**src/rtl/cpu_io_host.sv**
```systemverilog
// Host-side endpoint for the pipelined CPU IO interface: launches a run, captures
// result words into a show-ahead FIFO and reports count, completion, overflow and timeout.
module cpu_io_host #(
  parameter int unsigned DATAWIDTH  = 25,
  parameter int unsigned DEPTH      = 8,
  parameter int unsigned COUNTWIDTH = 16,
  parameter int unsigned TIMEOUT    = 1024
) (
  input  logic                  clock,
  input  logic                  reset,
  input  logic                  start,
  input  logic [COUNTWIDTH-1:0] expectedWords,
  output logic                  startIO,
  input  logic                  outFlagIOWB,
  input  logic [DATAWIDTH-1:0]  cpuOut,
  output logic                  outValid,
  output logic [DATAWIDTH-1:0]  outData,
  input  logic                  outReady,
  output logic                  busy,
  output logic                  done,
  output logic                  overflow,
  output logic                  timeoutErr,
  output logic [COUNTWIDTH-1:0] wordCount
);

  localparam int unsigned AW = $clog2(DEPTH);
  localparam int unsigned IW = $clog2(TIMEOUT) + 1;

  typedef enum logic [2:0] {
    S_IDLE,
    S_LAUNCH,
    S_COLLECT,
    S_DRAIN,
    S_DONE
  } state_t;

  state_t                r_state;
  state_t                w_next;
  logic [COUNTWIDTH-1:0] r_expected;
  logic [COUNTWIDTH-1:0] r_wordCount;
  logic [COUNTWIDTH-1:0] w_countInc;
  logic                  r_overflow;
  logic                  r_timeoutErr;
  logic [IW-1:0]         r_idle;
  logic [AW:0]           r_wptr;
  logic [AW:0]           r_rptr;
  logic [DATAWIDTH-1:0]  r_mem [DEPTH];
  logic                  w_empty;
  logic                  w_full;
  logic                  w_pop;
  logic                  w_strobe;
  logic                  w_push;
  logic                  w_countHit;
  logic                  w_timeout;

  assign w_empty    = (r_wptr == r_rptr);
  assign w_full     = (r_wptr[AW] != r_rptr[AW]) && (r_wptr[AW-1:0] == r_rptr[AW-1:0]);
  assign w_pop      = !w_empty && outReady;
  assign w_strobe   = (r_state == S_COLLECT) && outFlagIOWB;
  // A full FIFO still takes the word when the head leaves on the same edge.
  assign w_push     = w_strobe && (!w_full || w_pop);
  assign w_countInc = (&r_wordCount) ? r_wordCount : r_wordCount + COUNTWIDTH'(1);
  assign w_countHit = w_strobe && (w_countInc == r_expected);
  assign w_timeout  = (r_state == S_COLLECT) && !outFlagIOWB && (r_idle == IW'(TIMEOUT - 1));

  always_ff @(posedge clock) begin
    if (reset) begin
      r_state <= S_IDLE;
    end else begin
      r_state <= w_next;
    end
  end

  always_comb begin
    w_next = r_state;
    case (r_state)
      S_IDLE: begin
        if (start) begin
          w_next = (expectedWords != '0) ? S_LAUNCH : S_DONE;
        end
      end
      S_LAUNCH:  w_next = S_COLLECT;
      S_COLLECT: begin
        if (w_countHit || w_timeout) begin
          w_next = S_DRAIN;
        end
      end
      S_DRAIN: begin
        if (w_empty) begin
          w_next = S_DONE;
        end
      end
      S_DONE:    w_next = S_IDLE;
      default:   w_next = S_IDLE;
    endcase
  end

  always_comb begin
    startIO = (r_state == S_LAUNCH);
    busy    = (r_state != S_IDLE);
    done    = (r_state == S_DONE);
  end

  always_ff @(posedge clock) begin
    if (reset) begin
      r_expected   <= '0;
      r_wordCount  <= '0;
      r_overflow   <= 1'b0;
      r_timeoutErr <= 1'b0;
      r_idle       <= '0;
      r_wptr       <= '0;
      r_rptr       <= '0;
    end else begin
      if ((r_state == S_IDLE) && start && (expectedWords != '0)) begin
        r_expected <= expectedWords;
      end
      if (r_state == S_LAUNCH) begin
        r_wordCount  <= '0;
        r_overflow   <= 1'b0;
        r_timeoutErr <= 1'b0;
        r_idle       <= '0;
        r_wptr       <= '0;
        r_rptr       <= '0;
      end else begin
        if (w_strobe) begin
          r_wordCount <= w_countInc;
          r_idle      <= '0;
          if (!w_push) begin
            r_overflow <= 1'b1;
          end
        end else if (r_state == S_COLLECT) begin
          r_idle <= r_idle + IW'(1);
          if (w_timeout && !w_countHit) begin
            r_timeoutErr <= 1'b1;
          end
        end
        if (w_push) begin
          r_wptr <= r_wptr + (AW + 1)'(1);
        end
        if (w_pop) begin
          r_rptr <= r_rptr + (AW + 1)'(1);
        end
      end
    end
  end

  always_ff @(posedge clock) begin
    if (w_push) begin
      r_mem[r_wptr[AW-1:0]] <= cpuOut;
    end
  end

  assign outValid   = !w_empty;
  assign outData    = r_mem[r_rptr[AW-1:0]];
  assign overflow   = r_overflow;
  assign timeoutErr = r_timeoutErr;
  assign wordCount  = r_wordCount;

endmodule

```
**config.mk**
```make
export PLATFORM = sky130hd
export DESIGN_NAME = cpu_io_host
export DESIGN_NICKNAME = d
export VERILOG_FILES = /design/src/rtl/cpu_io_host.sv
export SDC_FILE = /design/constraint.sdc
export NUM_CORES = 1
export LEC_CHECK = 0
export BUFFER_PORTS_ARGS = -buffer_cell sky130_fd_sc_hd__clkbuf_2
export CORE_ASPECT_RATIO = 1.4
export CORE_MARGIN = 2
export CORE_UTILIZATION = 59
export DETAILED_ROUTE_END_ITERATION = 8
export PLACE_DENSITY_LB_ADDON = 0.2
export SLEW_MARGIN = 25
export SYNTH_ARGS = -nofsm -noshare
export SYNTH_HDL_FRONTEND = slang
export SYNTH_SLANG_ARGS = --single-unit
export TNS_END_PERCENT = 30
```
**constraint.sdc**
```tcl
create_clock -name clock -period 4.8 [get_ports clock]
set_input_delay 0.72 -clock clock [delete_from_list [all_inputs] [get_ports clock]]
set_output_delay 0.72 -clock clock [all_outputs]
set_load 0.005 [all_outputs]
```
**After elaboration in Yosys (flattened, before gate mapping)**

Memories as Yosys holds them, arrays and structs flattened. A register that Yosys moved wholly into a read port is not among the register bits.
Index checks and enable logic that the tools add are counted.

- Add/subtract/negate cells: 4
- Multipliers: 0
- Div/mod/pow operators: 0
- Magnitude comparators: 0
- Equal/unequal tests: 12
- Shift operators: 0
- Mux-type cells: 10
- Bitwise gates (word level): 2
- Reduce and logical (&&, ||, !) cells: 25

Operators with widths:

| cell | number |
|---|---|
| $mux W3 | 6 |
| $add A16 B1 Y16 const B | 1 |
| $eq A16 B16 Y1 | 1 |
| $mux W16 | 1 |
| $reduce_and A16 Y1 | 1 |
| $reduce_bool A16 Y1 | 1 |
| $pmux W3 S4 | 1 |
| $add A11 B1 Y11 const B | 1 |
| $eq A11 B10 Y1 const B | 1 |
| $logic_and A1 B1 Y1 | 10 |
| $add A4 B1 Y4 const B | 2 |
| $eq A3 B2 Y1 const B | 2 |
| $reduce_and A3 Y1 | 2 |
| $eq A4 B4 Y1 | 1 |
| $logic_not A1 Y1 | 4 |
| $ne A2 B2 Y1 const B | 2 |
| $eq A3 B1 Y1 const B | 1 |
| $eq A3 B3 Y1 | 1 |
| $eq A3 B3 Y1 const B | 1 |
| $logic_not A3 Y1 | 1 |
| $reduce_bool A3 Y1 | 1 |
| $reduce_or A3 Y1 | 1 |
| $logic_or A1 B1 Y1 | 2 |
| $mux W1 | 2 |
| other kinds (5) | 6 |

- Register bits: 56
- Latch bits: 0
- Bits in writable memories: 200
- ROM bits: 0
- Bits of input ports: 46
- Output and inout port bits: 47
- Logic and storage cells: 62
- Memories: 1

Memories:

| name | words | width | read ports | clocked after memory_dff | write ports | line | source |
|---|---|---|---|---|---|---|---|
| r_mem | 8 | 25 | 1 | 1 | 1 | 47 | `logic [DATAWIDTH-1:0] r_mem [DEPTH];` |

**Logic depth before layout (Yosys ltp)**

- Depth in word-level cells: 7
- Depth in mapped cells: 10
- Mapped depth without buffers: 8

**Worst setup path before layout**

OpenSTA, ideal clock, no wires.

- Path type: reg-to-reg
- Start point: reg r_state[2]
- End point: mem r_mem[0][0], enable pin
- Library setup time: 0.438 ns
- Arrival: 3.192 ns
- Required time: 4.362 ns
- Setup slack: 1.169 ns
- Stages on the path, launching flop included: 7
- Path buffers: 1
- Period minus slack after synthesis: 3.631 ns
- Cells stage by stage: dfxtp_1 > clkbuf_1 > nor3b_2 > nand2_1 > a21oi_1 > nand2b_1 > nor3_1

- Longest elaborated chain between the ends: 5

Ends and longest elaborated chain:

| item | line | source |
|---|---|---|
| from (decl) | 37 | `state_t r_state;` |
| from (signal assigned) | 70 | `r_state <= w_next;` |
| $eq A3 B2 Y1 | 59 | `assign w_strobe = (r_state == S_COLLECT) && outFlagIOWB;` |
| $logic_and A1 B1 Y1 | 59 |  |
| $logic_and A1 B1 Y1 | 61 | `assign w_push = w_strobe && (!w_full \|\| w_pop);` |
| $mux W1 | 148 | `if (w_push) begin` |
| $mux W1 (implied by the code) | 149 | `r_mem[r_wptr[AW-1:0]] <= cpuOut;` |
| to (decl) | 47 |  |

Every way passes these cells.

==> flow_metrics.py <==
metrics = {
    "run_status": {
        "outcome": "finished clean",
    },
    "hold_path": {
        "worstHoldPathCells": 3,
        "hold_class": "in2reg",
        "min_from": "expectedWords[0]",
        "min_to": "r_expected[0]",
    },
    "setup_path": {
        "critPathCaptureType": "output port",
        "worst_path_largest_cell_delay_ns": 0.84,
        "cp.arrival_ns": 2.61,
        "critical_path.top_delay_family": "flip-flops",
        "critPathLaunchType": "flop",
        "crit_path_cell_trace": "buf_4 -> mux4_2 -> mux2_2 -> clkbuf_2",
        "crit_buf_inv": 2,
        "r2r_end": "r_mem[0][20]",
        "required_ns": 4.08,
        "r2r_start": "r_state[1]",
        "cp_max_fo": 29,
        "critPathKind": "reg2out",
        "rrSetupSlack_ns": 1.71,
        "slowest_stage": "dfxtp_2",
        "r2r.worst_path.cells": 6,
    },
    "grt": {
        "grt_pass1_wl_um": 33500,
        "antenna_found_initial": 0,
        "grt_max_degree": 51,
        "grt_pass1_vias": 6415,
        "grtUsageTotal": 0.223,
        "overflow": 0,
    },
    "route": {
        "num_vias": 6000,
        "highest_layer": "met4",
        "routed-wl-met2_um": 11500,
        "routed_wl_um": 21200,
        "ant_nets": 0,
        "drcViolationCount": 0,
        "wl_met3_um": 1010,
        "wl_met1_um": 8020,
        "avgRoutedWirePerCell_um": 20.7,
        "first_pass_iters": 5,
        "viasPerCell": 5.88,
        "dr.first_iter.drc_count": 416,
    },
    "sta": {
        "setup_slack_ns": 1.47,
        "slew_viol_final": 0,
        "rsz0062_at_grt": "false",
        "worst_pin_slew_ns": 1.03,
        "fin_crit_sh": 0.693,
        "min_period_ns": 3.33,
        "fin_setup_tns_ns": 0,
        "finClkSkew_ns": 0.0236,
        "relSlewSlack": 0.312,
        "hold-worst-slack_ns": 0.462,
        "max_freq_ghz": 0.301,
        "finalSetupViolations": 0,
        "hold_viol": 0,
    },
    "yosys": {
        "yosysTopAreaCellShare": 0.565,
        "synth_edf_count": 200,
        "seq_area_frac_synth": 0.676,
        "yosysUniqueCellTypes": 56,
        "synth_warnings": 0,
        "synthCells": 668,
        "ys_ff_latch": 259,
        "yosys.area.top_type": "edfxtp_1",
        "synth_nets": 718,
        "avgSynthCellArea_sq_um": 15.9,
        "ys.flop_type": "edfxtp_1",
        "yosys-top-cells-area": "edfxtp_1, dfxtp_1, mux4_2",
        "synthArstFlopShare": 0,
        "syn-cell-area_sq_mm": 0.0106,
    },
    "clock_network": {
        "htree_num_levels": 1,
        "cts-resized-gates": 0,
        "cts.path.max_buffers": 3,
        "clk_pin_slew_ns": 0.06,
        "cts_tree": "done",
        "cts_root_buf": "clkbuf_16",
        "clk_latency_ns": 0.51,
        "numCtsBuffers": 24,
        "cts_sinks": 259,
        "cts_setup_buffers": 0,
        "hold_buffers": 0,
    },
    "run": {
        "cap_violations": 0,
    },
    "placed_design": {
        "dp_hpwl_um": 13400,
        "dp_slack_ns": 1.72,
        "gp_congestion": 0.969,
        "io_buffers": 92,
    },
    "power": {
        "ir_worst_vdd_mv": 0.260,
        "power_mw": 4.56,
        "leakage_nw": 4.12,
        "p_per_area_mw_per_mm2": 375,
    },
    "die": {
        "core-area_sq_mm": 0.0178,
        "io_pins": 93,
        "die_y_um": 163,
        "fp.dieW_um": 117,
        "rows": 58,
        "start_util": 0.598,
        "die_area_sq_mm": 0.0191,
    },
    "finish": {
        "nets": 813,
        "postLayoutCoreUtil": 0.684,
        "layout_common_cells": "edfxtp_1, clkbuf_2, dfxtp_1, nor2_1, mux4_2",
        "drive_gt1_frac": 0.300,
        "final_common_cell": "edfxtp_1",
        "antenna_cells": 0,
        "syn_to_final_growth_pct": 14.5,
    },
}
[cells in the mapped netlist (5+ instances only)]
master,n
xor2_1,22
a21oi_1,17
nor4_1,9
mux4_2,50
dfxtp_1,59
xnor2_1,21
or3_1,6
o21ai_0,12
mux2_2,26
nor3_1,11
nand2_1,37
nand4_1,5
clkbuf_1,25
buf_2,5
edfxtp_1,200
and4_1,6
nor2_1,59
nand2b_1,7
nand3_1,13
mux2i_1,21
and3_1,6
[worst max-delay path by stage]
stage / start / endpoint / slack (ns) / depth (start not counted)
2_1_floorplan: r_state[2] / r_mem[0][0] / 1.17 / 6
3_3_place_gp: r_state[2] / r_mem[0][14] / 1.84 / 6
3_5_place_dp: r_state[1] / r_mem[0][14] / 1.72 / 6
4_1_cts: flop / outData[1] / 1.39 / 3
5_1_grt: r_state[1] / r_mem[0][18] / 1.37 / 6
6_report: flop / outData[23] / 1.47 / 4
[worst register-to-register path: stages (launching register included)]
cell      delay (ns)
dfxtp_1         0.42
nor3b_2         0.46
nand2_1         0.22
a21oi_1         0.34
nand2b_1        0.24
nor3_2          0.65
buf_4           0.42
[routing by layer]
layer,global-route usage,up-vias
li1,-,2774
met1,0.261,2994
met2,0.421,185
met3,0.0301,47
met4,0.0772,0
met5,0,-
[state kept, by name, summed over array words and instances, names as in the netlist, named ones only]
signal      cells
overflow        1
r_mem         200
r_state         3
r_idle         11
wordCount      16
r_expected     16
timeoutErr      1
r_wptr          4
r_rptr          4
[report_power, final]
part	internal, mW	leakage, nW	total, mW	switching, mW
logic	0.115	1.47	0.242	0.127
clock network	1.08	0.378	1.85	0.767
registers	2.44	2.28	2.47	0.0293
total	3.64	4.12	4.56	0.923
[cell families after synthesis]
group | count (synthesis) | share of synthesized area
AOI/OAI and AO/OA | 51 | 0.0326
xor gates and xnor gates | 43 | 0.0354
DFF | 259 | 0.676
buffers and inverters | 38 | 0.0147
adders and majority gates | 4 | 0.00471
muxes | 97 | 0.153
and+or+nand+nor | 176 | 0.0827
[metrics by stage]
stage,area (sq um),std cells
floorplan,10600,668
global placement,11300,976
detailed placement,11300,976
CTS,12100,1020
global route,12200,1021
finish,12200,1021
[layout make-up]
cell class	instances	area [sq um]
inverters	4	15.0
multi-input cells	371	3310
repair buffers	103	563
flip-flops and latches	259	7190
fillers	1191	5620
well taps	240	300
clock buffers	34	668
clock inverters	10	115
No activity file was read; power rests on OpenSTA's default activity.
